==> config.mk <==
export PLATFORM = sky130hd
export DESIGN_NAME = mac_accum
export DESIGN_NICKNAME = d
export VERILOG_FILES = /design/src/rtl/alg_boot_pkg.sv /design/src/rtl/sat_add.sv /design/src/rtl/mac_accum.sv
export SDC_FILE = /design/constraint.sdc
export NUM_CORES = 1
export LEC_CHECK = 0
export CAP_MARGIN = 40
export CORE_UTILIZATION = 39
export CTS_CLUSTER_SIZE = 14
export DETAILED_ROUTE_END_ITERATION = 16
export HOLD_SLACK_MARGIN = 0.12
export PLACE_DENSITY = 0.62
export SLEW_MARGIN = 15
export SYNTH_ARGS = -nofsm -noshare
export SYNTH_HDL_FRONTEND = slang
export SYNTH_HIERARCHICAL = 1
export SYNTH_SLANG_ARGS = --single-unit
export TNS_END_PERCENT = 1
==> constraint.sdc <==
create_clock -name clk -period 4.2 [get_ports clk]
set_input_delay 0.84 -clock clk [delete_from_list [all_inputs] [get_ports clk]]
set_output_delay 0.84 -clock clk [all_outputs]
set_load 0.02 [all_outputs]
==> src/rtl/alg_boot_pkg.sv <==
// Shared definitions for the MAC accumulator: FSM state encoding and the
// saturating beat-count width/limit.
package alg_boot_pkg;

    // IDLE: no group open, acc = 0. ACCUM: group open. HOLD: result held.
    typedef enum logic [1:0] {
        ST_IDLE  = 2'd0,
        ST_ACCUM = 2'd1,
        ST_HOLD  = 2'd2
    } mac_state_e;

    localparam int              CNT_W   = 8;
    localparam logic [CNT_W-1:0] CNT_MAX = 8'd255;

    // Beat counter increment that sticks at CNT_MAX instead of wrapping.
    function automatic logic [CNT_W-1:0] cnt_inc(input logic [CNT_W-1:0] c);
        return (c == CNT_MAX) ? c : c + 8'd1;
    endfunction

endpackage

==> src/rtl/sat_add.sv <==
// Signed W-bit adder with overflow detect.
// Optional clamp on overflow when MAC_ACCUM_SAT_EN is defined; otherwise the
// sum wraps modulo 2^W. The overflow flag is the same in both builds.
module sat_add
    import alg_boot_pkg::*;
#(
    parameter int W = 12
) (
    input  logic [W-1:0] a_i,
    input  logic [W-1:0] b_i,
    output logic [W-1:0] sum_o,
    output logic         ovf_o
);

    logic [W-1:0] raw;

    // Overflow: both operands share a sign and the raw sum has the other sign.
    always_comb begin
        raw   = a_i + b_i;
        ovf_o = (a_i[W-1] == b_i[W-1]) && (raw[W-1] != a_i[W-1]);
`ifdef MAC_ACCUM_SAT_EN
        if (ovf_o) begin
            // Operands were negative -> clamp to most negative, else most positive.
            sum_o = a_i[W-1] ? {1'b1, {(W-1){1'b0}}} : {1'b0, {(W-1){1'b1}}};
        end else begin
            sum_o = raw;
        end
`else
        sum_o = raw;
`endif
    end

endmodule

==> src/rtl/mac_accum.sv <==
// Group accumulator for signed Booth-multiplier products.
// Sums beats of a group, counts them (saturating at 255), tracks a sticky
// signed-overflow flag and presents the group result with a valid/ready pair.
// Build option: MAC_ACCUM_SAT_EN clamps overflowing adds instead of wrapping.
//
// Handshake: a beat transfers on a rising clk edge with in_valid && in_ready;
// a result transfers on a rising edge with out_valid && out_ready. out_valid
// and the result fields never change while out_valid=1 and out_ready=0.
// in_ready = !out_valid || out_ready, except that non-last beats are always
// accepted: a new group may accumulate behind an unconsumed result, and only
// its closing beat is held off until the old result is taken.
module mac_accum
    import alg_boot_pkg::*;
#(
    parameter int SIZE  = 4,
    parameter int ACC_W = 12
) (
    input  logic              clk,
    input  logic              rst,
    input  logic              in_valid,
    output logic              in_ready,
    input  logic [2*SIZE-1:0] in_p,
    input  logic              in_last,
    output logic              out_valid,
    input  logic              out_ready,
    output logic [ACC_W-1:0]  out_acc,
    output logic [CNT_W-1:0]  out_cnt,
    output logic              out_ovf,
    output logic [1:0]        dbg_state_o
);

    mac_state_e       state_q, state_d;
    logic [ACC_W-1:0] acc_q, acc_d;
    logic [CNT_W-1:0] cnt_q, cnt_d;
    logic             flag_q, flag_d;
    logic [ACC_W-1:0] out_acc_q, out_acc_d;
    logic [CNT_W-1:0] out_cnt_q, out_cnt_d;
    logic             out_ovf_q, out_ovf_d;

    logic             accept;
    logic [ACC_W-1:0] p_ext;
    logic [ACC_W-1:0] sum;
    logic             add_ovf;
    logic [CNT_W-1:0] cnt_next;

    assign out_valid   = (state_q == ST_HOLD);
    assign in_ready    = !out_valid || out_ready || !in_last;
    assign accept      = in_valid && in_ready;
    assign p_ext       = ACC_W'($signed(in_p));
    assign cnt_next    = cnt_inc(cnt_q);
    assign out_acc     = out_acc_q;
    assign out_cnt     = out_cnt_q;
    assign out_ovf     = out_ovf_q;
    assign dbg_state_o = state_q;

    sat_add #(.W(ACC_W)) u_sat_add (
        .a_i   (acc_q),
        .b_i   (p_ext),
        .sum_o (sum),
        .ovf_o (add_ovf)
    );

    // Next-state and datapath update for accepted beats and result hand-off.
    always_comb begin
        state_d   = state_q;
        acc_d     = acc_q;
        cnt_d     = cnt_q;
        flag_d    = flag_q;
        out_acc_d = out_acc_q;
        out_cnt_d = out_cnt_q;
        out_ovf_d = out_ovf_q;

        if (accept) begin
            if (in_last) begin
                out_acc_d = sum;
                out_cnt_d = cnt_next;
                out_ovf_d = flag_q || add_ovf;
                acc_d     = '0;
                cnt_d     = '0;
                flag_d    = 1'b0;
            end else begin
                acc_d     = sum;
                cnt_d     = cnt_next;
                flag_d    = flag_q || add_ovf;
            end
        end

        case (state_q)
            ST_IDLE: begin
                if (accept) state_d = in_last ? ST_HOLD : ST_ACCUM;
            end
            ST_ACCUM: begin
                if (accept && in_last) state_d = ST_HOLD;
            end
            ST_HOLD: begin
                if (accept && in_last) begin
                    state_d = ST_HOLD;
                end else if (out_ready) begin
                    // A group opened behind the held result stays open.
                    state_d = (accept || (cnt_q != '0)) ? ST_ACCUM : ST_IDLE;
                end
            end
            default: state_d = ST_IDLE;
        endcase
    end

    // State and datapath registers; reset discards any partial group.
    always_ff @(posedge clk or negedge rst) begin
        if (!rst) begin
            state_q   <= ST_IDLE;
            acc_q     <= '0;
            cnt_q     <= '0;
            flag_q    <= 1'b0;
            out_acc_q <= '0;
            out_cnt_q <= '0;
            out_ovf_q <= 1'b0;
        end else begin
            state_q   <= state_d;
            acc_q     <= acc_d;
            cnt_q     <= cnt_d;
            flag_q    <= flag_d;
            out_acc_q <= out_acc_d;
            out_cnt_q <= out_cnt_d;
            out_ovf_q <= out_ovf_d;
        end
    end

endmodule

==> metrics.txt, run 1 <==
CP Depth=3; Fillers=between 600 and 700; max incr delay on CP=0.70 ns; Core Rows=29; Lkg Pwr=0.001311 uW; Max FO, Critical Path=10; mux cell area share after synthesis=under 10%; DP Area=3069 um^2; Hold Path Class=in2async; syn nets=~310; FF-to-FF setup slack=1.87 ns; First DRT Iteration DRCs=176; final setup margin=0.7585 ns; RSZ-0062 raised after global routing=false; CTS tree=built; Distinct cells, synth=51; antenna-violating nets left=0; core area=6495 um^2; VDD IR max=0.2473 mV; vias after detailed routing=2226; number of setup buffers added after CTS=0; crit share post-route=81.94%; chip width=85.15 um; Synth Area in XOR/XNOR=under 10%; post-route minimum period=about 3.4 ns; CP Data Arrival Time=2.60 ns; Seq/Total Area, Yosys=40.84%; GPL Wtd Cong=~0.9; cts repair resizes=0; nets@finish=337; synthesized instance count=285; Finished Core Util=48.64%; Hold WS=0.4455 ns; number of synthesized register bits=44; die height=85.15 um; Crit-path slowest cell=clkdlybuf4s50_1; syn_area_per_cell=9.461 um^2; CP Launch Point=in_last; PwrDens=approximately 560 nW/um^2; CP Data Required Time=3.36 ns; Worst setup SP type=input pin; Skew-Pair Late Insertion Delay=0.30 ns; Register Area=1101 um^2; Layout area overhead=17.17%; Most common cell on crit path=clkdlybuf4s50_1; outcome=finished clean; clock root cell=clkbuf_8; drt pass-1 iters=4; Clock Pin Slew Worst Setup and Hold Paths=0.08 ns; share of cells above drive strength 1=10.29%; largest net degree at the start of global routing=31; Post-CTS Hold Fix Bufs=0; Adder-Cell Fraction of Synth Area=6.775%; port buffer count=37; wire length of the first global-routing pass=10.81 mm; Synth warnings=6; Crit. End Element=output port; Reg-to-Reg Start=acc_q[0]$_DFFE_PN0N_; GRT Overall Usage=about a fifth; Antenna Cells=0; most frequent cells in the layout=dfrtp_1 (44), clkdlybuf4s50_1 (36), nand3_1 (27), o21ai_0 (27), inv_1 (22); GRT overflow=0; Synth Area in Compound Gates=18.19%; initial antenna violation count=0; top-level I/O count=38; CTS buffer count=5; simple-gate portion of the synthesized area=16.80%; Peak Freq=about 290 MHz; Slew Limit Fails=0; design area=about 3200 um^2; crit-path cells=clkdlybuf4s50_1, nand4bb_1, clkdlybuf4s50_1; top_reg_cell synth=dfrtp_1; Mapped Area=between 2000 and 3000 um^2; capturing point of the worst reg2reg path=acc_q[8]$_DFFE_PN0N_; die area=approximately 7300 um^2; dpl ws=0.7690 ns; Remaining DRCs=0; clock skew=0.004690 ns; setup TNS=0 ns; WL final=6.240 mm; max_slew headroom=55.80%; clock sinks=44; Post-synth ARST share=100.0%; Worst Reg2Reg Path Length in Cells=9; critical path endpoint=in_ready; htree depth=2; Setup CP Type=in2out; Starting Density=between 40 and 50%; Max-cap violations=0; CP delay by family, top=buffers and inverters; area occupied by multi-input gates=roughly 1400 um^2; vias in the first global route=2180; hpwl dp=4.333 mm; via/cell ratio=5.737; largest family of logic cells by synthesized area=compound AO/OA/AOI/OAI gates; CP Buf/Inv Count=2; commonest non-fill, non-tap cell in the layout=dfrtp_1; Final Setup Violations=0; Hold Fails Final Rpt=0; per-cell routed wire length=16.08 um; clk buf depth=2; Slew @ Worst Pin=0.6623 ns; EDFF count, synth=0
through the flow:
stage | instances | total power (uW)
2_1_floorplan | 285 | 1236
3_3_place_gp | 379 | 1486
3_5_place_dp | 380 | 1506
4_1_cts | 388 | 1797
5_1_grt | 388 | 1917
6_report | 388 | 1777
final cells by class:
type,instances,share of cell area [%]
multi-input cells,197,43.96
inverters,22,2.614
well taps,77,3.050
flip-flops and latches,44,34.85
clock buffers,8,2.851
repair buffers,40,12.67
cells by family after synthesis:
logic type / Yosys count
mux: 14
xor+xnor: 10
compound gates: 78
fa+ha+maj: 14
simple gates: 81
flops: 44
buf+inv: 44
sequential cells by signal, indices dropped and copies added (netlist names):
name / flops
acc_q: 12
out_acc: 12
cnt_q: 8
out_cnt: 8
dbg_state_o: 2
flag_q: 1
out_ovf: 1
cell usage after synthesis (6+ instances only):
| master | number | area (um^2) |
|---|---|---|
| a21oi_1 | 17 | 85.08 |
| a31oi_1 | 11 | 68.82 |
| buf_2 | 11 | 55.05 |
| clkbuf_1 | 7 | 26.28 |
| dfrtp_1 | 44 | 1101 |
| ha_1 | 13 | 162.7 |
| inv_1 | 22 | 82.58 |
| mux2_2 | 8 | 90.09 |
| nand2_1 | 9 | 33.78 |
| nand3_1 | 27 | 135.1 |
| nand4_1 | 6 | 37.54 |
| nor2_1 | 14 | 52.55 |
| o21ai_0 | 27 | 135.1 |
| xnor2_1 | 7 | 61.31 |
worst min-delay path by stage:
| stage | start | endpoint | slack [ns] | depth (start not counted) |
|---|---|---|---|---|
| global route | rst | out_acc[3]$_DFFE_PN0P_ | 0.47 | 1 |
| CTS | rst | out_acc[3]$_DFFE_PN0P_ | 0.45 | 1 |
| finish | rst | out_acc[3]$_DFFE_PN0P_ | 0.45 | 1 |
| global placement | flag_q$_DFFE_PN0N_ | flag_q$_DFFE_PN0N_ | 0.48 | 2 |
| detailed placement | flag_q$_DFFE_PN0N_ | flag_q$_DFFE_PN0N_ | 0.49 | 2 |
| floorplan | flag_q$_DFFE_PN0N_ | flag_q$_DFFE_PN0N_ | 0.46 | 2 |
power breakdown:
group	leakage (uW)	switching, uW	internal, uW
Clock	0.0000455	143	134
Combinational	0.000710	437	413
Sequential	0.000556	95.2	555
Total	0.00131	675	1100
metal layers:
layer | vias up | global-route usage [%] | wire, um
li1 | 1084 | - | -
met1 | 1056 | 26.93 | 3019
met2 | 78 | 29.62 | 2766
met3 | 8 | 3.696 | 368
met4 | 0 | 5.547 | 85
met5 | - | 0 | 0
Note: power is estimated with default switching activity, not from simulation.
==> inputs of run 2 (changes only) <==
--- a/config.mk
+++ b/config.mk
@@ -10,7 +10,7 @@
 export CTS_CLUSTER_SIZE = 14
 export DETAILED_ROUTE_END_ITERATION = 16
 export HOLD_SLACK_MARGIN = 0.12
-export PLACE_DENSITY = 0.62
+export PLACE_DENSITY = 0.65
 export SLEW_MARGIN = 15
 export SYNTH_ARGS = -nofsm -noshare
 export SYNTH_HDL_FRONTEND = slang
==> constraint.sdc (replaced) <==
create_clock -name clk -period 2.9 [get_ports clk]
set_input_delay 0.58 -clock clk [delete_from_list [all_inputs] [get_ports clk]]
set_output_delay 0.58 -clock clk [all_outputs]
set_load 0.02 [all_outputs]
==> run 2 against run 1 <==
Via count rose by 1.3%; largest power group unchanged; die area stayed put; highest routed layer unchanged; clock-buffer cell count did not move; sequential share of layout area is 0.49 points lower; critical path depth rose by 7; power increased by 47%; hold slack lost 0.14 ns.
==> metrics.txt, run 2 (synthesis gave the netlist of run 1 again) <==
crit-path cells=clkdlybuf4s50_1, ha_1, fa_1, a21oi_4, o22ai_2, o21ai_2, or4b_1, o311ai_1, nand3_1, o21ai_0; core area=about 6500 um^2; final setup margin=0.2923 ns; number of setup buffers added after CTS=0; Max FO, Critical Path=2; placed cell count=385; outcome=finished clean; htree depth=2; First DRT Iteration DRCs=224; Slew Limit Fails=0; die area=7251 um^2; total power=2608 uW; Layout area overhead=18.84%; Lkg Pwr=~0.0013 uW; Clock Pin Slew Worst Setup and Hold Paths=0.09 ns; Fillers=597; initial antenna violation count=0; chip width=85.15 um; Hold Path Class=in2async; Post-CTS Hold Fix Bufs=0; GRT overflow=0; Skew-Pair Late Insertion Delay=0.30 ns; Hold WS=0.3051 ns; Worst Reg2Reg Path Length in Cells=9; max incr delay on CP=0.45 ns; design area=3204 um^2; dpl ws=-0.005444 ns; most frequent cells in the layout=dfrtp_1 (44), clkdlybuf4s50_1 (36), nand3_1 (27), o21ai_0 (27), inv_1 (22); CTS buffer count=5; share of cells above drive strength 1=11.71%; cts repair resizes=0; GR Layer Usage met1=26.31%; GRT Overall Usage=18.41%; CP Data Required Time=3.12 ns; Peak Freq=383.5 MHz; WL final=6.354 mm; Final Setup Violations=0; drt pass-1 iters=4; max_slew headroom=55.17%; wire length of the first global-routing pass=around 11 mm; post-route minimum period=~2.6 ns; met3 usage=3.307%; per-cell routed wire length=16.17 um; port buffer count=37; Crit-path slowest cell=fa_1; clk buf depth=2; clock sinks=between 40 and 50; VDD IR max=around 0.33 mV; final cell count without fillers=393; commonest non-fill, non-tap cell in the layout=dfrtp_1; Remaining DRCs=0; vias after detailed routing=2254; Starting Density=41.51%; Antenna Cells=0; clock root cell=clkbuf_8; largest net degree at the start of global routing=28; capturing point of the worst reg2reg path=acc_q[8]$_DFFE_PN0N_; Reg-to-Reg Start=acc_q[0]$_DFFE_PN0N_; die height=85.15 um; Core Rows=29; clock skew=0.007772 ns; top-level I/O count=38; nets@finish=342; Max-cap violations=0; RSZ-0062 raised after global routing=false; DP Area=about 3100 um^2; vias in the first global route=2147; PwrDens=813.8 nW/um^2; crit share post-route=between 80% and 90%; CTS tree=built; CP Data Arrival Time=2.83 ns; met2 usage=just under 30%; Setup CP Type=in2reg; via/cell ratio=5.735; hpwl dp=between 4 and 5 mm; grt peak-use layer=met2; Worst setup SP type=input pin; GPL Wtd Cong=0.8818; Slew @ Worst Pin=0.6725 ns; FF-to-FF setup slack=between 0.5 and 0.6 ns; Hold Fails Final Rpt=0; Crit. End Element=register; antenna-violating nets left=0
run 2: cell type report:
cell class	count	area (um^2)	area share [%]
flip-flops and latches	44	1101	34.36
well taps	77	96.34	3.007
inverters	22	82.58	2.577
multi-input cells	197	1389	43.34
clock buffers	8	90.09	2.811
repair buffers	45	445.4	13.90
run 2: power breakdown:
group | internal [uW] | switching [uW] | leakage, uW
Clock | 195 | 215 | 0.0000455
Sequential | 804 | 140 | 0.000556
Combinational | 605 | 649 | 0.000737
run 2: how the worst max path moves through the flow:
stage / from / to / slack, ns
global route: in_p[0] / acc_q[8]$_DFFE_PN0N_ / 0.16
global placement: in_p[0] / acc_q[8]$_DFFE_PN0N_ / 0.03
CTS: in_p[0] / acc_q[8]$_DFFE_PN0N_ / 0.30
floorplan: in_p[0] / out_acc[8]$_DFFE_PN0P_ / 0.56
detailed placement: in_p[0] / acc_q[8]$_DFFE_PN0N_ / -0.005
finish: in_p[0] / acc_q[8]$_DFFE_PN0N_ / 0.29
run 2: per-stage QoR:
step                setup TNS, ns  utilization, %
CTS                             0           49.34
global placement                0           47.52
detailed placement      -0.005444           47.95
global route                    0           49.34
floorplan                       0               -
finish                          0           49.34
run 2: metal layers:
| metal | wire length, um | share of wire (%) |
|---|---|---|
| met1 | 3160 | 50 |
| met2 | 2837 | 45 |
| met3 | 284 | 4.5 |
| met4 | 70 | 1.1 |
| met5 | 0 | 0 |
run 2: worst max-delay path, delay by kind of cell:
| kind | cells | cell delay (ns) |
|---|---|---|
| compound gates | 5 | 0.62 |
| simple gates | 2 | 0.56 |
| buf+inv | 1 | 0.40 |
| fa+ha+maj | 2 | 0.65 |
